`src/rtl/sp_pkg.sv`:
```
// Shared types and constants for the stack pointer unit.
// Fault codes, FSM states and default stack bounds.
package sp_pkg;

  localparam int          SP_WIDTH  = 8;
  localparam logic [7:0]  SP_TOP    = 8'hFF;
  localparam logic [7:0]  SP_BOTTOM = 8'hC0;

  typedef enum logic [1:0] {
    FC_NONE = 2'b00,
    FC_OVF  = 2'b01,
    FC_UNF  = 2'b10,
    FC_LOAD = 2'b11
  } fault_code_t;

  typedef enum logic {
    RUN   = 1'b0,
    FAULT = 1'b1
  } state_t;

endpackage

```
`src/rtl/sp_step.sv`:
```
// Decrement/increment pair for the stack pointer.
// Ports: i_in -> o_dec = i_in-1, o_inc = i_in+1 (modulo 2^WIDTH).
module sp_step #(
  parameter int WIDTH = 8
) (
  input  logic [WIDTH-1:0] i_in,
  output logic [WIDTH-1:0] o_dec,
  output logic [WIDTH-1:0] o_inc
);

  localparam logic [WIDTH-1:0] ONE = WIDTH'(1);

  assign o_dec = i_in - ONE;
  assign o_inc = i_in + ONE;

endmodule

```
`src/rtl/stack_pointer_unit.sv`:
```
// Down-growing stack pointer with registered address issue and fault FSM.
// Ports: clock/reset, push/pop/load requests, sp, mem_addr, addr_valid,
//   is_push, empty/full/depth (from sp), fault and fault_code.
module stack_pointer_unit
  import sp_pkg::*;
#(
  parameter int               WIDTH  = SP_WIDTH,
  parameter logic [WIDTH-1:0] TOP    = SP_TOP,
  parameter logic [WIDTH-1:0] BOTTOM = SP_BOTTOM
) (
  input  logic             i_clock,
  input  logic             i_reset,
  input  logic             i_push,
  input  logic             i_pop,
  input  logic             i_load,
  input  logic [WIDTH-1:0] i_load_val,
  input  logic             i_clear_fault,
  output logic [WIDTH-1:0] o_sp,
  output logic [WIDTH-1:0] o_mem_addr,
  output logic             o_addr_valid,
  output logic             o_is_push,
  output logic             o_empty,
  output logic             o_full,
  output logic [WIDTH-1:0] o_depth,
  output logic             o_fault,
  output logic [1:0]       o_fault_code
);

  logic [WIDTH-1:0] r_sp;
  logic [WIDTH-1:0] r_mem_addr;
  logic             r_addr_valid;
  logic             r_is_push;
  logic             r_fault;
  fault_code_t      r_fault_code;
  state_t           r_state;

  logic [WIDTH-1:0] w_dec;
  logic [WIDTH-1:0] w_inc;
  logic             w_in_range;
  logic             w_at_top;
  logic             w_at_bot;

  sp_step #(.WIDTH(WIDTH)) u_step (
    .i_in  (r_sp),
    .o_dec (w_dec),
    .o_inc (w_inc)
  );

  // One extra bit keeps the bound compares meaningful when TOP is all-ones.
  assign w_in_range = ({1'b0, i_load_val} >= {1'b0, BOTTOM}) &&
                      ({1'b0, i_load_val} <= {1'b0, TOP});
  assign w_at_top   = (r_sp == TOP);
  assign w_at_bot   = (r_sp == BOTTOM);

  always_ff @(posedge i_clock) begin
    if (i_reset) begin
      r_sp         <= TOP;
      r_mem_addr   <= '0;
      r_addr_valid <= 1'b0;
      r_is_push    <= 1'b0;
      r_fault      <= 1'b0;
      r_fault_code <= FC_NONE;
      r_state      <= RUN;
    end else begin
      r_addr_valid <= 1'b0;
      unique case (r_state)
        RUN: begin
          if (i_load) begin
            if (w_in_range) begin
              r_sp <= i_load_val;
            end else begin
              r_fault_code <= FC_LOAD;
              r_fault      <= 1'b1;
              r_state      <= FAULT;
            end
          end else if (i_push && i_pop) begin
            r_sp <= r_sp;
          end else if (i_push) begin
            if (!w_at_bot) begin
              r_sp         <= w_dec;
              r_mem_addr   <= w_dec;
              r_is_push    <= 1'b1;
              r_addr_valid <= 1'b1;
            end else begin
              r_fault_code <= FC_OVF;
              r_fault      <= 1'b1;
              r_state      <= FAULT;
            end
          end else if (i_pop) begin
            if (!w_at_top) begin
              r_sp         <= w_inc;
              r_mem_addr   <= r_sp;
              r_is_push    <= 1'b0;
              r_addr_valid <= 1'b1;
            end else begin
              r_fault_code <= FC_UNF;
              r_fault      <= 1'b1;
              r_state      <= FAULT;
            end
          end
        end
        FAULT: begin
          // First fault sticks; requests are dropped until cleared.
          if (i_clear_fault) begin
            r_fault_code <= FC_NONE;
            r_fault      <= 1'b0;
            r_state      <= RUN;
          end
        end
        default: r_state <= RUN;
      endcase
    end
  end

  assign o_sp         = r_sp;
  assign o_mem_addr   = r_mem_addr;
  assign o_addr_valid = r_addr_valid;
  assign o_is_push    = r_is_push;
  assign o_empty      = w_at_top;
  assign o_full       = w_at_bot;
  assign o_depth      = TOP - r_sp;
  assign o_fault      = r_fault;
  assign o_fault_code = r_fault_code;

endmodule
```
`config.mk`:
```
export PLATFORM = sky130hd
export DESIGN_NAME = stack_pointer_unit
export DESIGN_NICKNAME = d
export VERILOG_FILES = /design/src/rtl/sp_pkg.sv /design/src/rtl/sp_step.sv /design/src/rtl/stack_pointer_unit.sv
export SDC_FILE = /design/constraint.sdc
export NUM_CORES = 1
export LEC_CHECK = 0
export CAP_MARGIN = 5
export CELL_PAD_IN_SITES_DETAIL_PLACEMENT = 1
export CELL_PAD_IN_SITES_GLOBAL_PLACEMENT = 1
export CORE_AREA = 2 2 66 68
export CTS_BUF_LIST = sky130_fd_sc_hd__clkbuf_8
export DETAILED_ROUTE_END_ITERATION = 8
export DIE_AREA = 0 0 68 70
export PLACE_DENSITY = 0.88
export SYNTH_ARGS = -nofsm -noshare
export SYNTH_HDL_FRONTEND = slang
export SYNTH_SLANG_ARGS = --single-unit
```
`constraint.sdc`:
```
create_clock -name i_clock -period 3 [get_ports i_clock]
set_input_delay 0.9 -clock i_clock [delete_from_list [all_inputs] [get_ports i_clock]]
set_output_delay 0.9 -clock i_clock [all_outputs]
set_load 0.01 [all_outputs]
```
==> results.yml <==
power_and_ir_drop:
  worst_ir_drop_vdd_mv: 0.1618
  p_total_w: 0.0009022
  cellPowerDensity_mw_per_mm2: 459.0
  p_leak_nw: 0.7947
worst_setup_path:
  worstSetupPathType: "flip-flop to output port"
  endpoint_kind: "output port"
  worstPathArrival_ns: 1.98
  required_ns: 2.10
  cp-start-kind: "flip-flop"
  cp_max_fo: 8
  crit_chain: "inv_1 -> ha_1 -> and3_1 -> and2_1 -> clkdlybuf4s50_1"
  cpPeakStageDelay_ns: 0.50
  slowest_stage: "dfxtp_1"
routing:
  drt_iter0_markers: 74
  dr.pass1.iters: 4
  ant_nets: 0
  drc: 0
  wire_per_inst_um: 16.25
  viasPerCell: 5.388
  vias: 1471
  routed_wl_um: 4435
synth:
  synth_top_area_share: 0.3096
  synthFlopType: "dfxtp_1"
  synthCells: 179
  synthTopCellsByCount: "nor2_1, dfxtp_1, inv_1"
  synthTopCellsByArea: "dfxtp_1, nor2_1, a211oi_1"
  syn_area_mm2: 0.001423
  async_flop_share: 0
  synth.most_common_cell: "nor2_1"
  ys_ff_latch: 22
  yosysWarningCount: 0
  ys_seq_area_frac: 0.3096
  synth_top_cell_by_area: "dfxtp_1"
  post_synth.cell_area_avg_um2: 7.948
  synthesis.nets: 198
  synthDistinctLibCells: 44
  synth-edff-count: 0
sta:
  fin_tns_setup_ns: 0
  fin_crit_sh: 0.9587
  rsz0062_at_grt: "no"
  skew_ns: 0.009447
  post-route-min-period_ns: 2.876
  max_freq_mhz: 347.7
  slew_viol_final: 0
  worst_pin_slew_ns: 0.5013
  finalHoldViolations: 0
  maxSlewHeadroom: 0.6611
  setup_violations: 0
finish:
  area_delta_synth_final_pct: 38.17
  drive_gt1_frac: 0.09050
  nNetsFinal: 241
  fin_util: 0.4743
  final_cell_area_mm2: 0.001966
  diodes: 0
global_routing:
  track_usage: 0.1960
  grt_pass1_vias: 1466
  grt_pass1_wl_um: 7176
  grt_max_degree: 18
  grt-ovfl-total: 0
  antenna_found_initial: 0
run:
  max-cap-violations: 0
clock_tree:
  root_buffer: "clkbuf_8"
  cts_hold_buf: 0
  ctsHtreeMaxLevel: 1
  clock-sinks: 22
  cts-buffers-inserted: 3
  clkTransAtPathRegs_ns: 0.09
  tritoncts: "built"
  clk_latency_ns: 0.28
  clk_path_buf_depth: 2
status:
  status: "finished, final reports clean"
floorplanning:
  dieArea_mm2: 0.004760
  core_mm2: 0.004144
  row_count: 24
  die_w_um: 68
  dieHeight_um: 70
  initial_core_util: 0.3433
  io_pins: 45
placement:
  postPlaceCellArea_mm2: 0.001909
  gp_congestion: 1.031
  dp_hpwl_um: 3362
  port_buffers: 44
worst_hold_path:
  hold_path_class: "flip-flop to flip-flop"
[area by class of cell]
cell class	instances	area, um2
well taps	52	65.06
flip-flops and latches	22	441.7
multi-input cells	131	858.3
fillers	514	2178
inverters	12	45.04
clock buffers	4	55.05
repair buffers	52	500.5
[report_power, final]
| group | internal [W] | leakage, nW | switching, W | total (W) |
|---|---|---|---|---|
| clock | 0.000117 | 0.0288 | 0.000104 | 0.000222 |
| combinational | 0.000165 | 0.585 | 0.000163 | 0.000328 |
| sequential | 0.000321 | 0.181 | 0.0000317 | 0.000353 |
| total | 0.000603 | 0.795 | 0.000299 | 0.000902 |
[kinds of logic (layout without fill, tap and decap cells)]
logic type,count (synthesis),count (layout),share of synthesized area
AND/OR/NAND/NOR,67,67,0.2463
adder cells (fa/ha/maj),5,5,0.04398
multiplexers,7,7,0.04925
AO/OA/AOI/OAI,44,44,0.2146
XOR/XNOR,8,8,0.04925
flip-flops,22,22,0.3096
buffers and inverters,26,68,0.08707
[sequential cells by signal, indices dropped and copies added (netlist names)]
| signal | cells |
|---|---|
| o_sp | 8 |
| o_mem_addr | 8 |
| r_state | 1 |
| o_fault_code | 2 |
| o_fault | 1 |
| o_is_push | 1 |
| o_addr_valid | 1 |
[critical path, delay by kind of cell (launching register included)]
family,cells,cell delay (ns)
adder cells (fa/ha/maj),1,0.21
buffers and inverters,2,0.62
flip-flops,1,0.50
AND/OR/NAND/NOR,2,0.39
[timing repair]
action                     in CTS  in global routing
buffers inserted                0                  0
setup endpoints to repair       0                  1
gates resized for setup         0                  1
[per-layer routing]
layer / track usage / up-vias / wire length, um / share of wire
met1: 0.2470 / 697 / 1989 / 0.45
met5: 0 / - / 0 / 0
met3: 0.02415 / 11 / 179 / 0.040
li1: - / 723 / - / -
met2: 0.3215 / 40 / 2108 / 0.48
met4: 0.09556 / 0 / 157 / 0.035
[final timing paths]
path / cells after the start / start / slack [ns] / endpoint
min: 1 / o_fault / 0.49 / o_fault
max: 5 / o_sp[1] / 0.12 / o_full
max reg2reg: 6 / o_sp[1] / 0.92 / o_sp[7]
min reg2reg: 1 / o_fault / 0.49 / o_fault
[cells in the final DEF (no fill, tap or decap), types with 4 or more instances in the layout]
cell type        instances
nor2_1                  27
mux2i_1                  7
inv_1                   12
a21oi_1                  7
nand2_1                  8
a211oi_1                11
buf_4                    8
clkdlybuf4s50_1         44
clkbuf_8                 4
dfxtp_1                 21
nand3_1                  5
nor3_1                   6
o21ai_0                  7
xnor2_1                  8
ha_1                     5
[per-stage QoR]
| stage | instances | setup WS, ns | hold WS, ns |
|---|---|---|---|
| 4_1_cts | 273 | 0.07459 | 0.5003 |
| 2_1_floorplan | 179 | 0.9155 | 0.4941 |
| 5_1_grt | 273 | 0.05397 | 0.5325 |
| 3_5_place_dp | 269 | 0.1323 | 0.4796 |
| 3_3_place_gp | 269 | 0.1994 | 0.4506 |
| 6_report | 273 | 0.1238 | 0.4893 |
Note: power is estimated with default switching activity, not from simulation.
